`src/rtl/pkt_err_filter_fifo.sv`:
```
// pkt_err_filter_fifo: store-and-forward packet FIFO on a 16-bit sop/eop
// stream. Each packet is held until its eop arrives. It is then released to
// the output, or dropped if a non-first word matched ERR_WORD or the packet
// did not fit in the buffer.
module pkt_err_filter_fifo #(
  parameter int          DEPTH    = 256,
  parameter logic [15:0] ERR_WORD = 16'h0001
) (
  input  logic        clk,
  input  logic        rst_n,
  input  logic        din_vld,
  input  logic        din_sop,
  input  logic [15:0] din,
  input  logic        din_eop,
  output logic        dout_vld,
  output logic        dout_sop,
  output logic [15:0] dout,
  output logic        dout_eop
);

  localparam int AW = $clog2(DEPTH);
  localparam int PW = AW + 1;
  localparam logic [PW-1:0] DEPTH_P = PW'(DEPTH);
  localparam logic [PW-1:0] ONE_P   = PW'(1);

  typedef enum logic {
    S_IDLE,
    S_IN_PKT
  } wr_state_t;

  // Storage: {sop, eop, data} per word.
  logic [17:0] mem [DEPTH];

  wr_state_t   state_q, state_d;
  logic        bad_q, bad_d;
  logic [PW-1:0] wr_ptr_q, wr_ptr_d;
  logic [PW-1:0] wr_commit_q, wr_commit_d;
  logic [PW-1:0] rd_ptr_q, rd_ptr_d;
  logic        dout_vld_q, dout_vld_d;
  logic        dout_sop_q, dout_sop_d;
  logic        dout_eop_q, dout_eop_d;
  logic [15:0] dout_q, dout_d;

  logic          mem_we;
  logic [AW-1:0] mem_waddr;
  logic [17:0]   mem_wdata;
  logic [17:0]   mem_rdata;

  logic          full_cur;
  logic          full_sop;
  logic          is_err;
  logic          pkt_bad;
  logic [PW-1:0] sop_next;
  logic [PW-1:0] inc_next;
  logic          rd_en;

  // Write side: track the packet being received and decide commit or discard.
  always_comb begin
    state_d     = state_q;
    bad_d       = bad_q;
    wr_ptr_d    = wr_ptr_q;
    wr_commit_d = wr_commit_q;
    mem_we      = 1'b0;
    mem_waddr   = wr_ptr_q[AW-1:0];
    mem_wdata   = {din_sop, din_eop, din};
    pkt_bad     = bad_q;

    // Occupancy seen by a continuation word counts the open packet; a sop
    // restarts at wr_commit, so its room is measured from there.
    full_cur = ((wr_ptr_q - rd_ptr_q) == DEPTH_P);
    full_sop = ((wr_commit_q - rd_ptr_q) == DEPTH_P);
    is_err   = (din == ERR_WORD);
    sop_next = full_sop ? wr_commit_q : (wr_commit_q + ONE_P);
    inc_next = full_cur ? wr_ptr_q : (wr_ptr_q + ONE_P);

    if (din_vld) begin
      if (din_sop) begin
        // A sop always starts fresh from the last committed position, which
        // also throws away a previous packet that never saw its eop.
        bad_d     = full_sop;
        mem_we    = !full_sop;
        mem_waddr = wr_commit_q[AW-1:0];
        wr_ptr_d  = sop_next;
        if (din_eop) begin
          // Single-word packet: the first word is never marker-checked.
          if (!full_sop) begin
            wr_commit_d = sop_next;
          end
          state_d = S_IDLE;
        end else begin
          state_d = S_IN_PKT;
        end
      end else if (state_q == S_IN_PKT) begin
        pkt_bad = bad_q | is_err | full_cur;
        bad_d   = pkt_bad;
        mem_we  = !full_cur;
        if (din_eop) begin
          if (!pkt_bad) begin
            wr_ptr_d    = inc_next;
            wr_commit_d = inc_next;
          end else begin
            wr_ptr_d = wr_commit_q;
          end
          state_d = S_IDLE;
        end else begin
          wr_ptr_d = inc_next;
        end
      end
    end
  end

  // Read side: stream committed words out, one per cycle, zeroed when idle.
  always_comb begin
    mem_rdata  = mem[rd_ptr_q[AW-1:0]];
    rd_en      = (rd_ptr_q != wr_commit_q);
    rd_ptr_d   = rd_en ? (rd_ptr_q + ONE_P) : rd_ptr_q;
    dout_vld_d = rd_en;
    dout_sop_d = rd_en & mem_rdata[17];
    dout_eop_d = rd_en & mem_rdata[16];
    dout_d     = rd_en ? mem_rdata[15:0] : 16'h0000;
  end

  // Buffer write port; contents are not reset.
  always_ff @(posedge clk) begin
    if (mem_we) begin
      mem[mem_waddr] <= mem_wdata;
    end
  end

  // State, pointers and registered outputs.
  always_ff @(posedge clk or negedge rst_n) begin
    if (!rst_n) begin
      state_q     <= S_IDLE;
      bad_q       <= 1'b0;
      wr_ptr_q    <= '0;
      wr_commit_q <= '0;
      rd_ptr_q    <= '0;
      dout_vld_q  <= 1'b0;
      dout_sop_q  <= 1'b0;
      dout_eop_q  <= 1'b0;
      dout_q      <= 16'h0000;
    end else begin
      state_q     <= state_d;
      bad_q       <= bad_d;
      wr_ptr_q    <= wr_ptr_d;
      wr_commit_q <= wr_commit_d;
      rd_ptr_q    <= rd_ptr_d;
      dout_vld_q  <= dout_vld_d;
      dout_sop_q  <= dout_sop_d;
      dout_eop_q  <= dout_eop_d;
      dout_q      <= dout_d;
    end
  end

  assign dout_vld = dout_vld_q;
  assign dout_sop = dout_sop_q;
  assign dout_eop = dout_eop_q;
  assign dout     = dout_q;

endmodule

```
`config.mk`:
```
export PLATFORM = sky130hd
export DESIGN_NAME = pkt_err_filter_fifo
export DESIGN_NICKNAME = d
export VERILOG_FILES = /design/src/rtl/pkt_err_filter_fifo.sv
export SDC_FILE = /design/constraint.sdc
export NUM_CORES = 2
export LEC_CHECK = 0
export BUFFER_PORTS_ARGS = -buffer_cell sky130_fd_sc_hd__buf_2
export CELL_PAD_IN_SITES_DETAIL_PLACEMENT = 1
export CELL_PAD_IN_SITES_GLOBAL_PLACEMENT = 2
export CORE_MARGIN = 1.5
export CORE_UTILIZATION = 45
export DETAILED_ROUTE_END_ITERATION = 10
export PLACE_DENSITY_LB_ADDON = 0.1
export SYNTH_ARGS = -nofsm -noshare
export SYNTH_HDL_FRONTEND = slang
export SYNTH_MEMORY_MAX_BITS = 65536
export SYNTH_SLANG_ARGS = --single-unit
```
`constraint.sdc`:
```
create_clock -name clk -period 10.5 [get_ports clk]
set_input_delay 2.1 -clock clk [delete_from_list [all_inputs] [get_ports clk]]
set_output_delay 2.1 -clock clk [all_outputs]
set_load 0.005 [all_outputs]
```
==> reports/results.tsv <==
stage	metric	value	unit
critical_path	CP delay by family, top	simple AND/OR/NAND/NOR gates	
power_and_ir_drop	total power draw	53.4	mW
cells_and_area	Final nets	7731	
clock_tree	CTS H-tree depth	5	
global_route	grt ovf	0	
detailed_routing	DRC violations left	0	
logic_synthesis	Synth Net Count	7428	
floorplan	full die area	0.401	mm2
critical_path	Worst Path Buf+Inv	1	
global_route	number of global-route vias before repair	84700	
clock_tree	clk sinks	4656	
cells_and_area	Register Area	0.140	mm2
logic_synthesis	Syn Inst Count	7388	
critical_path	crit-path cells	buf_4 -> ha_1 -> nor2b_1 -> o2111ai_1 -> a211oi_1 -> a211oi_4 -> nor3_1 -> a21oi_2 -> nand4_2 -> nor2_2	
floorplan	Core Box Area	0.396	mm2
floorplan	die width	633	um
critical_path	crit path max fanout	31	
power_and_ir_drop	VDD IR-drop max	0.000189	V
timing	Slew Limit Headroom	6.57	%
logic_synthesis	EDFF count, synth	4608	
logic_synthesis	Primary FF master, synth	edfxtp_1	
critical_path	Worst Path Arrival	7.17	ns
cells_and_area	layout cell share with drive strength beyond 1	32.8	%
detailed_routing	drt first pass iters	5	
timing	unrepaired setup endpoints after global routing	no	
critical_path	R2R Setup Slk	3.95	ns
clock_tree	CTS tree	yes	
global_route	initial antenna violation count	33	
placement	Port Buf Inserts	39	
cells_and_area	synthesis-to-finish area growth	13.1	%
timing	Worst Clk Skew	0.0713	ns
detailed_routing	total number of vias	82700	
global_route	GRT Overall Usage	25.8	%
worst_hold_path	Hold WC Path Type	reg -> reg	
floorplan	Initial Utilization	45.2	%
timing	Final period util	62.4	%
critical_path	slowest CP cell	nor2_2	
timing	Slew Limit Fails	0	
flow_run	Max-Cap Viols	0	
critical_path	endpoint type of the worst setup path	flop	
detailed_routing	Routed Wire Length	516000	um
logic_synthesis	Netlist cell types	73	
logic_synthesis	yosys warns	0	
critical_path	CP max stage delay	1.36	ns
critical_path	CP required	11.12	ns
placement	GPL Wtd Cong	0.836	
placement	dpl ws	3.30	ns
logic_synthesis	ys async rst share	1.03	%
clock_tree	Resized Gates After CTS	0	
clock_tree	root buffer cell	clkbuf_16	
power_and_ir_drop	Pleak	62.3	nW
detailed_routing	1st-iter DRT viols	9766	
detailed_routing	ANT nets after route	0	
power_and_ir_drop	Power Density	264	mW/mm2
critical_path	Critical Setup Path Class	reg -> reg	
timing	setup tns final	0	ns
logic_synthesis	flop and latch count out of synthesis	4656	
floorplan	Core Rows	231	
floorplan	die height	633	um
clock_tree	clk_lat worst skew	1.04	ns
floorplan	Top Ports	40	
clock_tree	Clock Path Buffers	4	
critical_path	startpoint types	flop	
timing	PnR worst setup slack	3.95	ns
clock_tree	Post-CTS Hold Buffers	0	
timing	final setup fails	0	
cells_and_area	Fill cells	33300	
logic_synthesis	Mean Syn Cell Area	24.2	um2
timing	Final Hold Vio Count	0	
clock_tree	clock slew at reported path FFs	0.06	ns
placement	DP HPWL	312000	um
cells_and_area	multi-input logic area	0.0380	mm2
run_status	outcome	complete, no violations	
detailed_routing	DR vias/cell	6.19	
timing	worst-margin pin slew	1.40	ns
timing	Min Clock Period, post-route	6.55	ns
timing	Fmax	153	MHz
clock_tree	total CTS buffers	481	
cells_and_area	fin area	0.202	mm2
detailed_routing	drt wl/cell	38.6	um
global_route	largest net degree at the start of global routing	148	
clock_tree	# Post-CTS Setup Buffers	0	
placement	Placed Area	0.186	mm2
logic_synthesis	sequential area share after synthesis	78.1	%
global_route	first-pass GRT wire length	713000	um
logic_synthesis	post-synthesis cell area	0.179	mm2
-- layer usage --
layer / GRT usage (%) / wire [um]
met4: 6.44 / 13300
met5: 0 / 13
met1: 38.6 / 223000
met3: 3.53 / 33900
met2: 40.5 / 245000
-- metrics by stage --
stage	cells	util, %	hold WS [ns]
6_report	13300	51.1	0.590
5_1_grt	13300	51.1	0.587
3_3_place_gp	12500	47.1	0.572
2_1_floorplan	7388	-	0.452
4_1_cts	13300	51.1	0.583
3_5_place_dp	12500	47.1	0.570
-- synthesized netlist by cell type (all sizes together), types with 33 or more instances --
cell / number / area share (%)
nand2: 70 / 0.15
mux4: 1424 / 18
a221oi: 43 / 0.21
nor2: 308 / 0.65
a22oi: 55 / 0.23
o22ai: 42 / 0.15
o21ai: 33 / 0.095
dfrtp: 48 / 0.67
edfxtp: 4608 / 77
clkbuf: 230 / 0.48
a21oi: 45 / 0.13
a22o: 41 / 0.20
buf: 182 / 0.47
-- worst paths after layout --
kind                                          from                 endpoint  depth (start not counted)
max                        rd_ptr_q[0]$_DFFE_PN0N_     mem[80][1]$_DFFE_PP_                         10
min                        rd_ptr_q[8]$_DFFE_PN0N_  rd_ptr_q[8]$_DFFE_PN0N_                          1
max reg2reg                rd_ptr_q[0]$_DFFE_PN0N_     mem[80][1]$_DFFE_PP_                         10
min reg2reg                rd_ptr_q[8]$_DFFE_PN0N_  rd_ptr_q[8]$_DFFE_PN0N_                          1
max in group asynchronous                    rst_n  rd_ptr_q[0]$_DFFE_PN0N_                          2
min in group asynchronous                    rst_n  rd_ptr_q[4]$_DFFE_PN0N_                          2
-- state kept, by name, summed over array words and instances, names as in the netlist --
name	cells
wr_commit_q	9
dout	16
dout_eop	1
rd_ptr_q	9
dout_vld	1
bad_q	1
mem	4608
dout_sop	1
wr_ptr_q	9
state_q	1
-- logic make-up (layout without fill, tap and decap cells) --
| kind of cell | Yosys count | in the layout | synth area share [%] |
|---|---|---|---|
| fa+ha+maj | 19 | 19 | 0.133 |
| simple gates | 482 | 482 | 1.18 |
| compound gates | 343 | 343 | 1.43 |
| mux | 1435 | 1435 | 18.0 |
| flops | 4656 | 4656 | 78.1 |
| other cells | 0 | 11 | 0 |
| buf+inv | 428 | 1132 | 0.991 |
| xor+xnor | 25 | 25 | 0.123 |
-- report_power, final --
group / switching (mW) / internal, mW / leakage, nW
sequential: 0.332 / 20.6 / 42.0
combinational: 9.37 / 6.02 / 12.6
clock: 7.31 / 9.78 / 7.67
total: 17.0 / 36.4 / 62.3
-- cell type report --
cell class                 count  share of cell area, %
sequential                  4656                   69.1
multi-input combinational   2304                   18.8
clock buffer                 563                   6.20
tap                         5242                   3.24
clock inverter               321                   1.59
timing repair buffer         232                   1.05
inverter                      16                 0.0334
antenna                       11                 0.0136
-- placed cells by master, fill, tap and decap left out, types with 8 or more instances in the layout --
cell type / n
clkinv_16: 9
o21ai_0: 31
clkinvlp_4: 26
dfrtp_1: 44
or3_1: 8
o22ai_1: 42
mux4_2: 1424
a221oi_1: 43
buf_2: 21
clkbuf_16: 489
clkinv_1: 102
nor2_2: 231
nor2_1: 67
mux2i_1: 8
a22o_1: 41
edfxtp_1: 4608
inv_6: 13
nand3_1: 18
nand4_2: 9
nor3_1: 17
clkinv_4: 12
bufinv_16: 51
clkinv_2: 102
buf_12: 24
a22oi_1: 55
xor2_1: 9
o31a_1: 8
nand2_2: 16
nand4_1: 8
o221ai_1: 19
buf_8: 17
nand2_1: 54
nor2_4: 10
xnor2_1: 16
ha_1: 19
diode_2: 11
inv_1: 13
buf_4: 169
clkbuf_1: 73
a21oi_1: 44
(Power assumes the default switching activity.)
